===== src/rtl/kgp_pc_pkg.sv =====
// Shared definitions for the PC stage: flag bit positions, branch conditions, PC increment.
// Condition evaluation is shared here so the PC stage and any future users agree on it.
package kgp_pc_pkg;

    localparam int FLAG_C = 3;
    localparam int FLAG_Z = 2;
    localparam int FLAG_S = 1;
    localparam int FLAG_V = 0;

    localparam int PC_INC = 4;

    typedef enum logic [2:0] {
        COND_Z,
        COND_NZ,
        COND_CY,
        COND_NCY,
        COND_S,
        COND_NS,
        COND_V,
        COND_NV
    } cond_e;

    function automatic logic cond_holds(input cond_e cond, input logic [3:0] flag_vec);
        logic hit;
        hit = 1'b0;
        case (cond)
            COND_Z:   hit =  flag_vec[FLAG_Z];
            COND_NZ:  hit = !flag_vec[FLAG_Z];
            COND_CY:  hit =  flag_vec[FLAG_C];
            COND_NCY: hit = !flag_vec[FLAG_C];
            COND_S:   hit =  flag_vec[FLAG_S];
            COND_NS:  hit = !flag_vec[FLAG_S];
            COND_V:   hit =  flag_vec[FLAG_V];
            COND_NV:  hit = !flag_vec[FLAG_V];
            default:  hit = 1'b0;
        endcase
        return hit;
    endfunction

endpackage


===== src/rtl/branch_pc_unit_if.sv =====
// Bundle between the control unit / ALU and the PC stage.
// master: control side driving strobes and targets; slave: the PC stage.
interface branch_pc_unit_if #(
    parameter int PC_W      = 32,
    parameter int RAS_DEPTH = 4
);
    localparam int CNT_W = $clog2(RAS_DEPTH) + 1;

    logic             instr_valid;
    logic             stall;
    logic             b;
    logic             br;
    logic             bz;
    logic             bnz;
    logic             bcy;
    logic             bncy;
    logic             bs;
    logic             bns;
    logic             bv;
    logic             bnv;
    logic             Call;
    logic             Ret;
    logic [PC_W-1:0]  imm_target;
    logic [PC_W-1:0]  reg_target;
    logic             flag_we;
    logic             alu_c;
    logic             alu_z;
    logic             alu_s;
    logic             alu_v;

    logic [PC_W-1:0]  pc;
    logic [PC_W-1:0]  pc_plus4;
    logic [3:0]       flags;
    logic             taken;
    logic [CNT_W-1:0] ras_count;
    logic             ras_overflow;
    logic             ras_underflow;

    modport master (
        output instr_valid, stall, b, br, bz, bnz, bcy, bncy, bs, bns, bv, bnv, Call, Ret,
        output imm_target, reg_target, flag_we, alu_c, alu_z, alu_s, alu_v,
        input  pc, pc_plus4, flags, taken, ras_count, ras_overflow, ras_underflow
    );

    modport slave (
        input  instr_valid, stall, b, br, bz, bnz, bcy, bncy, bs, bns, bv, bnv, Call, Ret,
        input  imm_target, reg_target, flag_we, alu_c, alu_z, alu_s, alu_v,
        output pc, pc_plus4, flags, taken, ras_count, ras_overflow, ras_underflow
    );

endinterface


===== src/rtl/kgp_ras.sv =====
// Circular hardware return-address stack: push overwrites the oldest entry when full,
// pop saturates at empty and pulses underflow.
module kgp_ras #(
    parameter int PC_W  = 32,
    parameter int DEPTH = 4
) (
    input  logic                       clk,
    input  logic                       rst_n,
    input  logic                       push,
    input  logic                       pop,
    input  logic [PC_W-1:0]            push_data,
    output logic [PC_W-1:0]            top,
    output logic                       empty,
    output logic [$clog2(DEPTH):0]     count,
    output logic                       overflow,
    output logic                       underflow
);
    localparam int PTR_W = $clog2(DEPTH);
    localparam int CNT_W = PTR_W + 1;

    logic [PC_W-1:0]  mem [DEPTH];
    logic [PTR_W-1:0] ptr_reg;
    logic [CNT_W-1:0] count_reg;
    logic             overflow_reg;
    logic             underflow_reg;
    logic             full;
    logic             do_push;

    assign empty   = (count_reg == '0);
    assign full    = (count_reg == CNT_W'(DEPTH));
    // Ret beats Call when both are presented, so a pop suppresses the push.
    assign do_push = push && !pop;

    // The top entry must be available in the same cycle as the Ret, so the
    // array is read asynchronously; at this depth it maps to plain registers.
    assign top = mem[ptr_reg - PTR_W'(1)];

    always_ff @(posedge clk) begin
        if (do_push) begin
            mem[ptr_reg] <= push_data;
        end
    end

    always_ff @(posedge clk or negedge rst_n) begin
        if (!rst_n) begin
            ptr_reg       <= '0;
            count_reg     <= '0;
            overflow_reg  <= 1'b0;
            underflow_reg <= 1'b0;
        end else begin
            underflow_reg <= pop && empty;
            if (pop) begin
                if (!empty) begin
                    ptr_reg   <= ptr_reg - PTR_W'(1);
                    count_reg <= count_reg - CNT_W'(1);
                end
            end else if (do_push) begin
                // When full, ptr already addresses the oldest slot.
                ptr_reg <= ptr_reg + PTR_W'(1);
                if (full) begin
                    overflow_reg <= 1'b1;
                end else begin
                    count_reg <= count_reg + CNT_W'(1);
                end
            end
        end
    end

    assign count     = count_reg;
    assign overflow  = overflow_reg;
    assign underflow = underflow_reg;

endmodule


===== src/rtl/branch_pc_unit.sv =====
// Program-counter stage: PC mux, branch-condition evaluation, flag register and RAS.
// Optional KGP_FLAG_FWD_EN forwards same-cycle ALU flags into conditional branches.
module branch_pc_unit
    import kgp_pc_pkg::*;
#(
    parameter int              PC_W      = 32,
    parameter int              RAS_DEPTH = 4,
    parameter logic [PC_W-1:0] RESET_PC  = '0
) (
    input logic             clk,
    input logic             rst_n,
    branch_pc_unit_if.slave bus
);
    localparam logic [PC_W-1:0] ALIGN_MASK = ~PC_W'(3);

    logic [PC_W-1:0] pc_reg;
    logic [3:0]      flags_reg;
    logic            taken_reg;

    logic [PC_W-1:0] pc_plus4;
    logic [PC_W-1:0] pc_next;
    logic            redirect;
    logic            want_push;
    logic            want_pop;
    logic            active;
    logic [3:0]      alu_flags;
    logic [3:0]      eval_flags;
    logic            has_cond;
    cond_e           cond_sel;
    logic            cond_hit;

    logic [PC_W-1:0] ras_top;
    logic            ras_empty;

    assign active    = bus.instr_valid && !bus.stall;
    assign pc_plus4  = pc_reg + PC_W'(PC_INC);
    assign alu_flags = {bus.alu_c, bus.alu_z, bus.alu_s, bus.alu_v};

`ifdef KGP_FLAG_FWD_EN
    assign eval_flags = bus.flag_we ? alu_flags : flags_reg;
`else
    assign eval_flags = flags_reg;
`endif

    always_comb begin
        has_cond = 1'b1;
        cond_sel = COND_Z;
        if      (bus.bz)   cond_sel = COND_Z;
        else if (bus.bnz)  cond_sel = COND_NZ;
        else if (bus.bcy)  cond_sel = COND_CY;
        else if (bus.bncy) cond_sel = COND_NCY;
        else if (bus.bs)   cond_sel = COND_S;
        else if (bus.bns)  cond_sel = COND_NS;
        else if (bus.bv)   cond_sel = COND_V;
        else if (bus.bnv)  cond_sel = COND_NV;
        else               has_cond = 1'b0;
    end

    assign cond_hit = has_cond && cond_holds(cond_sel, eval_flags);

    // An empty-stack Ret still counts as a redirect even though it falls through.
    always_comb begin
        pc_next   = pc_plus4;
        redirect  = 1'b0;
        want_push = 1'b0;
        want_pop  = 1'b0;
        if (bus.Ret) begin
            want_pop = 1'b1;
            redirect = 1'b1;
            if (!ras_empty) pc_next = ras_top & ALIGN_MASK;
        end else if (bus.Call) begin
            want_push = 1'b1;
            redirect  = 1'b1;
            pc_next   = bus.imm_target & ALIGN_MASK;
        end else if (bus.br) begin
            redirect = 1'b1;
            pc_next  = bus.reg_target & ALIGN_MASK;
        end else if (bus.b || cond_hit) begin
            redirect = 1'b1;
            pc_next  = bus.imm_target & ALIGN_MASK;
        end
    end

    kgp_ras #(
        .PC_W  (PC_W),
        .DEPTH (RAS_DEPTH)
    ) u_ras (
        .clk       (clk),
        .rst_n     (rst_n),
        .push      (active && want_push),
        .pop       (active && want_pop),
        .push_data (pc_plus4),
        .top       (ras_top),
        .empty     (ras_empty),
        .count     (bus.ras_count),
        .overflow  (bus.ras_overflow),
        .underflow (bus.ras_underflow)
    );

    always_ff @(posedge clk or negedge rst_n) begin
        if (!rst_n) begin
            pc_reg    <= RESET_PC;
            flags_reg <= '0;
            taken_reg <= 1'b0;
        end else if (active) begin
            pc_reg    <= pc_next;
            taken_reg <= redirect;
            if (bus.flag_we) flags_reg <= alu_flags;
        end else begin
            taken_reg <= 1'b0;
        end
    end

    assign bus.pc       = pc_reg;
    assign bus.pc_plus4 = pc_plus4;
    assign bus.flags    = flags_reg;
    assign bus.taken    = taken_reg;

endmodule


===== src/flat_wrapper.sv =====
// flat-port wrapper written by rule: the top's interface ports become plain ports
module branch_pc_unit_flat import kgp_pc_pkg::*;
#(
    parameter int              PC_W      = 32,
    parameter int              RAS_DEPTH = 4,
    parameter logic [PC_W-1:0] RESET_PC  = '0
)
  (clk, rst_n, bus_instr_valid, bus_stall, bus_b, bus_br, bus_bz, bus_bnz, bus_bcy, bus_bncy, bus_bs, bus_bns, bus_bv, bus_bnv, bus_Call, bus_Ret, bus_imm_target, bus_reg_target, bus_flag_we, bus_alu_c, bus_alu_z, bus_alu_s, bus_alu_v, bus_pc, bus_pc_plus4, bus_flags, bus_taken, bus_ras_count, bus_ras_overflow, bus_ras_underflow);
  branch_pc_unit_if #(.PC_W(PC_W), .RAS_DEPTH(RAS_DEPTH)) bus_i ();
  input logic clk;
  input logic rst_n;
  input wire logic [$bits(bus_i.instr_valid)-1:0] bus_instr_valid;
  input wire logic [$bits(bus_i.stall)-1:0] bus_stall;
  input wire logic [$bits(bus_i.b)-1:0] bus_b;
  input wire logic [$bits(bus_i.br)-1:0] bus_br;
  input wire logic [$bits(bus_i.bz)-1:0] bus_bz;
  input wire logic [$bits(bus_i.bnz)-1:0] bus_bnz;
  input wire logic [$bits(bus_i.bcy)-1:0] bus_bcy;
  input wire logic [$bits(bus_i.bncy)-1:0] bus_bncy;
  input wire logic [$bits(bus_i.bs)-1:0] bus_bs;
  input wire logic [$bits(bus_i.bns)-1:0] bus_bns;
  input wire logic [$bits(bus_i.bv)-1:0] bus_bv;
  input wire logic [$bits(bus_i.bnv)-1:0] bus_bnv;
  input wire logic [$bits(bus_i.Call)-1:0] bus_Call;
  input wire logic [$bits(bus_i.Ret)-1:0] bus_Ret;
  input wire logic [$bits(bus_i.imm_target)-1:0] bus_imm_target;
  input wire logic [$bits(bus_i.reg_target)-1:0] bus_reg_target;
  input wire logic [$bits(bus_i.flag_we)-1:0] bus_flag_we;
  input wire logic [$bits(bus_i.alu_c)-1:0] bus_alu_c;
  input wire logic [$bits(bus_i.alu_z)-1:0] bus_alu_z;
  input wire logic [$bits(bus_i.alu_s)-1:0] bus_alu_s;
  input wire logic [$bits(bus_i.alu_v)-1:0] bus_alu_v;
  output wire logic [$bits(bus_i.pc)-1:0] bus_pc;
  output wire logic [$bits(bus_i.pc_plus4)-1:0] bus_pc_plus4;
  output wire logic [$bits(bus_i.flags)-1:0] bus_flags;
  output wire logic [$bits(bus_i.taken)-1:0] bus_taken;
  output wire logic [$bits(bus_i.ras_count)-1:0] bus_ras_count;
  output wire logic [$bits(bus_i.ras_overflow)-1:0] bus_ras_overflow;
  output wire logic [$bits(bus_i.ras_underflow)-1:0] bus_ras_underflow;
  assign bus_i.instr_valid = bus_instr_valid;
  assign bus_i.stall = bus_stall;
  assign bus_i.b = bus_b;
  assign bus_i.br = bus_br;
  assign bus_i.bz = bus_bz;
  assign bus_i.bnz = bus_bnz;
  assign bus_i.bcy = bus_bcy;
  assign bus_i.bncy = bus_bncy;
  assign bus_i.bs = bus_bs;
  assign bus_i.bns = bus_bns;
  assign bus_i.bv = bus_bv;
  assign bus_i.bnv = bus_bnv;
  assign bus_i.Call = bus_Call;
  assign bus_i.Ret = bus_Ret;
  assign bus_i.imm_target = bus_imm_target;
  assign bus_i.reg_target = bus_reg_target;
  assign bus_i.flag_we = bus_flag_we;
  assign bus_i.alu_c = bus_alu_c;
  assign bus_i.alu_z = bus_alu_z;
  assign bus_i.alu_s = bus_alu_s;
  assign bus_i.alu_v = bus_alu_v;
  assign bus_pc = bus_i.pc;
  assign bus_pc_plus4 = bus_i.pc_plus4;
  assign bus_flags = bus_i.flags;
  assign bus_taken = bus_i.taken;
  assign bus_ras_count = bus_i.ras_count;
  assign bus_ras_overflow = bus_i.ras_overflow;
  assign bus_ras_underflow = bus_i.ras_underflow;
  branch_pc_unit #(.PC_W(PC_W), .RAS_DEPTH(RAS_DEPTH), .RESET_PC(RESET_PC)) u_core (.clk(clk), .rst_n(rst_n), .bus(bus_i));
endmodule

===== config.mk =====
export PLATFORM = sky130hd
export DESIGN_NAME = branch_pc_unit_flat
export DESIGN_NICKNAME = d
export VERILOG_FILES = /design/src/rtl/kgp_pc_pkg.sv /design/src/rtl/branch_pc_unit_if.sv /design/src/rtl/kgp_ras.sv /design/src/rtl/branch_pc_unit.sv /design/src/flat_wrapper.sv
export SDC_FILE = /design/constraint.sdc
export NUM_CORES = 1
export LEC_CHECK = 0
export CORE_MARGIN = 1
export CORE_UTILIZATION = 53
export CTS_CLUSTER_SIZE = 16
export DETAILED_ROUTE_END_ITERATION = 16
export PLACE_DENSITY = 0.81
export SYNTH_ARGS = -nofsm -noshare
export SYNTH_HDL_FRONTEND = slang
export SYNTH_SLANG_ARGS = --single-unit

===== constraint.sdc =====
create_clock -name clk -period 3.89 [get_ports clk]
set_clock_uncertainty 0.15 [all_clocks]
set_input_delay 1.167 -clock clk [delete_from_list [all_inputs] [get_ports clk]]
set_output_delay 1.167 -clock clk [all_outputs]
set_load 0.05 [all_outputs]

==> run_results.csv <==
group,metric,value,unit
power_and_ir_drop,p_sw_frac,0.412,
detailed_routing,first_pass_iters,5,
floorplan,rows,45,
logic_synthesis,yosysWarningCount,0,
setup_path,cp-start-kind,"flop",
placement,place_area,10400,um^2
global_routing,grt.overflow.total,0,
global_routing,gr-usage-all-layers,0.314,
power_and_ir_drop,pwr-share-comb,0.478,
placement,io_buffers,150,
setup_path,max_stage_delay,0.49,ns
setup_path,r2r_slack,1.05,ns
sta,hold_ws,0.322,ns
layout,area_growth,34.0,%
floorplan,ios,159,
sta,max_freq,262,MHz
sta,period_minus_slack,3.81,ns
worst_hold_path,hold_path.class,"flop to flop",
clocking,cts_root_buf,"clkbuf_16",
setup_path,critPathMaxFanout,7,
power_and_ir_drop,p_leak,4.10,nW
layout,antenna_cells,0,
setup_path,endpoint_kind,"output port",
logic_synthesis,syn_inst,642,
logic_synthesis,async_reset_ff_frac,0.259,
clocking,insertion_delay,0.42,ns
setup_path,cp_slowest_cell,"dfrtp_1",
clocking,clkTransAtPathRegs,0.07,ns
detailed_routing,viasPerCell,6.52,
placement,gp_congestion,0.876,
power_and_ir_drop,peakVddDrop,0.488,mV
layout,nNetsFinal,906,
setup_path,path_cells,"and4_4 -> nand4_4 -> nor4_1 -> buf_4 -> xor2_2 -> buf_12",
layout,drive_above_1_share,0.234,
logic_synthesis,synth.avg_cell_area,13.0,um^2
global_routing,grt_max_degree,43,
logic_synthesis,ys_ff_latch,162,
power_and_ir_drop,p_clk_frac,0.215,
layout,postLayoutCellArea,11200,um^2
flow_run,max-cap-violations,0,
logic_synthesis,yosysUniqueCellTypes,73,
clocking,clock-sinks,162,
sta,rsz0062_at_grt,"no",
sta,layout_setup_ws,0.0779,ns
layout,fillCellCount,962,
sta,fin_tns_setup,0,ns
floorplan,start_util,0.546,
sta,finalMaxSlewViolations,0,
global_routing,antenna_found_initial,0,
power_and_ir_drop,p_seq_frac,0.307,
detailed_routing,drtIter0Drc,844,
detailed_routing,wl,24900,um
power_and_ir_drop,powerDensity,744,nW/um^2
run_status,status,"complete, no violations",
setup_path,cp.arrival,2.50,ns
clocking,cts_tree,"built",
sta,tightestPinTransition,1.11,ns
detailed_routing,drc_errors,0,
placement,dp_hpwl,16200,um
logic_synthesis,ys_seq_area_frac,0.559,
detailed_routing,final_antenna_net_count,0,
floorplan,core_area,15300,um^2
power_and_ir_drop,p_int,0.00488,W
floorplan,dieWidth,127,um
floorplan,die_h,127,um
sta,slew_headroom,0.258,
detailed_routing,num_vias,6773,
layout,largest_reg_flops,120,
clocking,numCtsBuffers,17,
floorplan,die_area,16200,um^2
setup_path,worstSetupPathType,"flop to output port",
global_routing,grt_pass1_wl,37800,um
logic_synthesis,synth_edf_count,120,
detailed_routing,post_drt_wl_per_cell,24.0,um
logic_synthesis,synth_ff_type,"edfxtp_1",
setup_path,required,2.57,ns
power_and_ir_drop,switching_power,0.00342,W
sta,hold_viol_final,0,
logic_synthesis,syn_area,8330,um^2
placement,pre_cts_slack,0.138,ns
global_routing,grt_pass1_vias,6782,
clocking,clk_path_buf_depth,2,
sta,finalSetupViolations,0,
clocking,cts-htree-levels,4,
sta,min_period_over_period,0.980,
[metrics by stage]
step / util / cells / power, W
finish: 0.731 / 1039 / 0.00830
global route: 0.731 / 1039 / 0.00860
CTS: 0.726 / 1037 / 0.00826
detailed placement: 0.683 / 1005 / 0.00644
global placement: 0.683 / 1005 / 0.00635
floorplan: - / 645 / 0.00500
[power groups by stage]
stage               clock network (W)  logic [W]  registers (W)
floorplan                           0    0.00203        0.00297
global placement                    0    0.00383        0.00252
detailed placement                  0    0.00390        0.00254
CTS                           0.00180    0.00395        0.00252
global route                  0.00187    0.00418        0.00256
finish                        0.00179    0.00397        0.00255
[cell type report]
cell class	instances	area, um^2	area share
Inverter	26	97.6	0.00875
Sequential cell	162	4660	0.418
Timing Repair Buffer	194	2020	0.181
Clock buffer	17	425	0.0381
Clock inverter	15	205	0.0184
Tap cell	211	264	0.0237
Multi-Input combinational cell	414	3480	0.312
[metal layers]
metal / share of wire / up-vias / global-route usage / wire length, um
met5: 0 / - / 0 / 0
met2: 0.48 / 488 / 0.507 / 12100
met1: 0.38 / 3340 / 0.411 / 9560
li1: - / 2853 / - / -
met3: 0.093 / 92 / 0.0662 / 2310
met4: 0.039 / 0 / 0.141 / 965
[worst max-delay path, delay by kind of cell, from the launching register on]
family	cells	cell delay [ns]
xor gates and xnor gates	1	0.34
DFF	1	0.49
and+or+nand+nor	3	0.86
buffers and inverters	2	0.38
[worst paths after layout]
path,from,to,cells after the start
min,u_core.u_ras.overflow,u_core.u_ras.overflow,1
max reg2reg,u_core.u_ras.ptr_reg[1],u_core.bus.pc[21],8
min reg2reg,u_core.u_ras.overflow,u_core.u_ras.overflow,1
max,u_core.bus.pc[9],bus_pc_plus4[27],6
min in group asynchronous,rst_n,u_core.bus.pc[29],1
max in group asynchronous,rst_n,u_core.bus.pc[3],1
[kinds of logic (layout without fill, tap and decap cells)]
logic type               after synthesis  in the layout  share of synthesized area
AO/OA/AOI/OAI                        154            154                      0.144
flip-flops                           162            162                      0.559
AND/OR/NAND/NOR                      177            177                      0.118
other                                  1              4                   0.000450
buffers and inverters                 69            252                     0.0389
adder cells (fa/ha/maj)                6              6                    0.00992
XOR/XNOR                              29             29                     0.0305
multiplexers                          44             44                     0.0990
[repair_timing]
item,CTS,global route
setup buffers,0,2
setup endpoints to repair,6,13
pin swaps,0,1
hold buffers,0,0
gates resized for setup,4,15
[cells in the final DEF (no fill, tap or decap), types with 5 or more instances in the layout]
cell             synthesis  layout
nor3_2                  14      15
mux4_2                  30      30
a21o_1                  10      10
edfxtp_1               120     120
inv_1                   26      24
nor3_1                  19      18
nand3_1                 13      13
o221ai_2                 5       5
buf_12                   0      20
buf_4                    4      48
xnor2_1                 20      17
o21a_1                   7       7
nor4_1                   7       6
o211ai_1                 6       6
o221ai_1                27      27
mux2i_1                  7       7
and2_1                   5       5
and3_1                   8       7
clkinvlp_4               0       5
a22oi_1                  8       8
nand2_1                 49      49
mux2_2                   7       7
clkdlybuf4s50_1          0     123
o21ai_0                 30      30
nor2_1                  24      23
nand4_1                 12      12
dfrtp_1                 42      37
clkbuf_16                0      17
a21oi_1                 18      18
dfrtp_2                  0       5
[cells in the mapped netlist (8+ instances only)]
| master | number | area, um^2 |
|---|---|---|
| nor3_2 | 14 | 140 |
| a22oi_1 | 8 | 60.1 |
| nor3_1 | 19 | 95.1 |
| and3_1 | 8 | 50.1 |
| xor2_1 | 9 | 78.8 |
| o21ai_0 | 30 | 150 |
| nand3_1 | 13 | 65.1 |
| a21oi_1 | 18 | 90.1 |
| xnor2_1 | 20 | 175 |
| nand4_1 | 12 | 75.1 |
| nor2_1 | 24 | 90.1 |
| o221ai_1 | 27 | 236 |
| mux4_2 | 30 | 676 |
| edfxtp_1 | 120 | 3600 |
| a21o_1 | 10 | 75.1 |
| nand2_1 | 49 | 184 |
| dfrtp_1 | 42 | 1050 |
| clkbuf_1 | 21 | 78.8 |
| inv_1 | 26 | 97.6 |
Note: power is estimated with default switching activity, not from simulation.
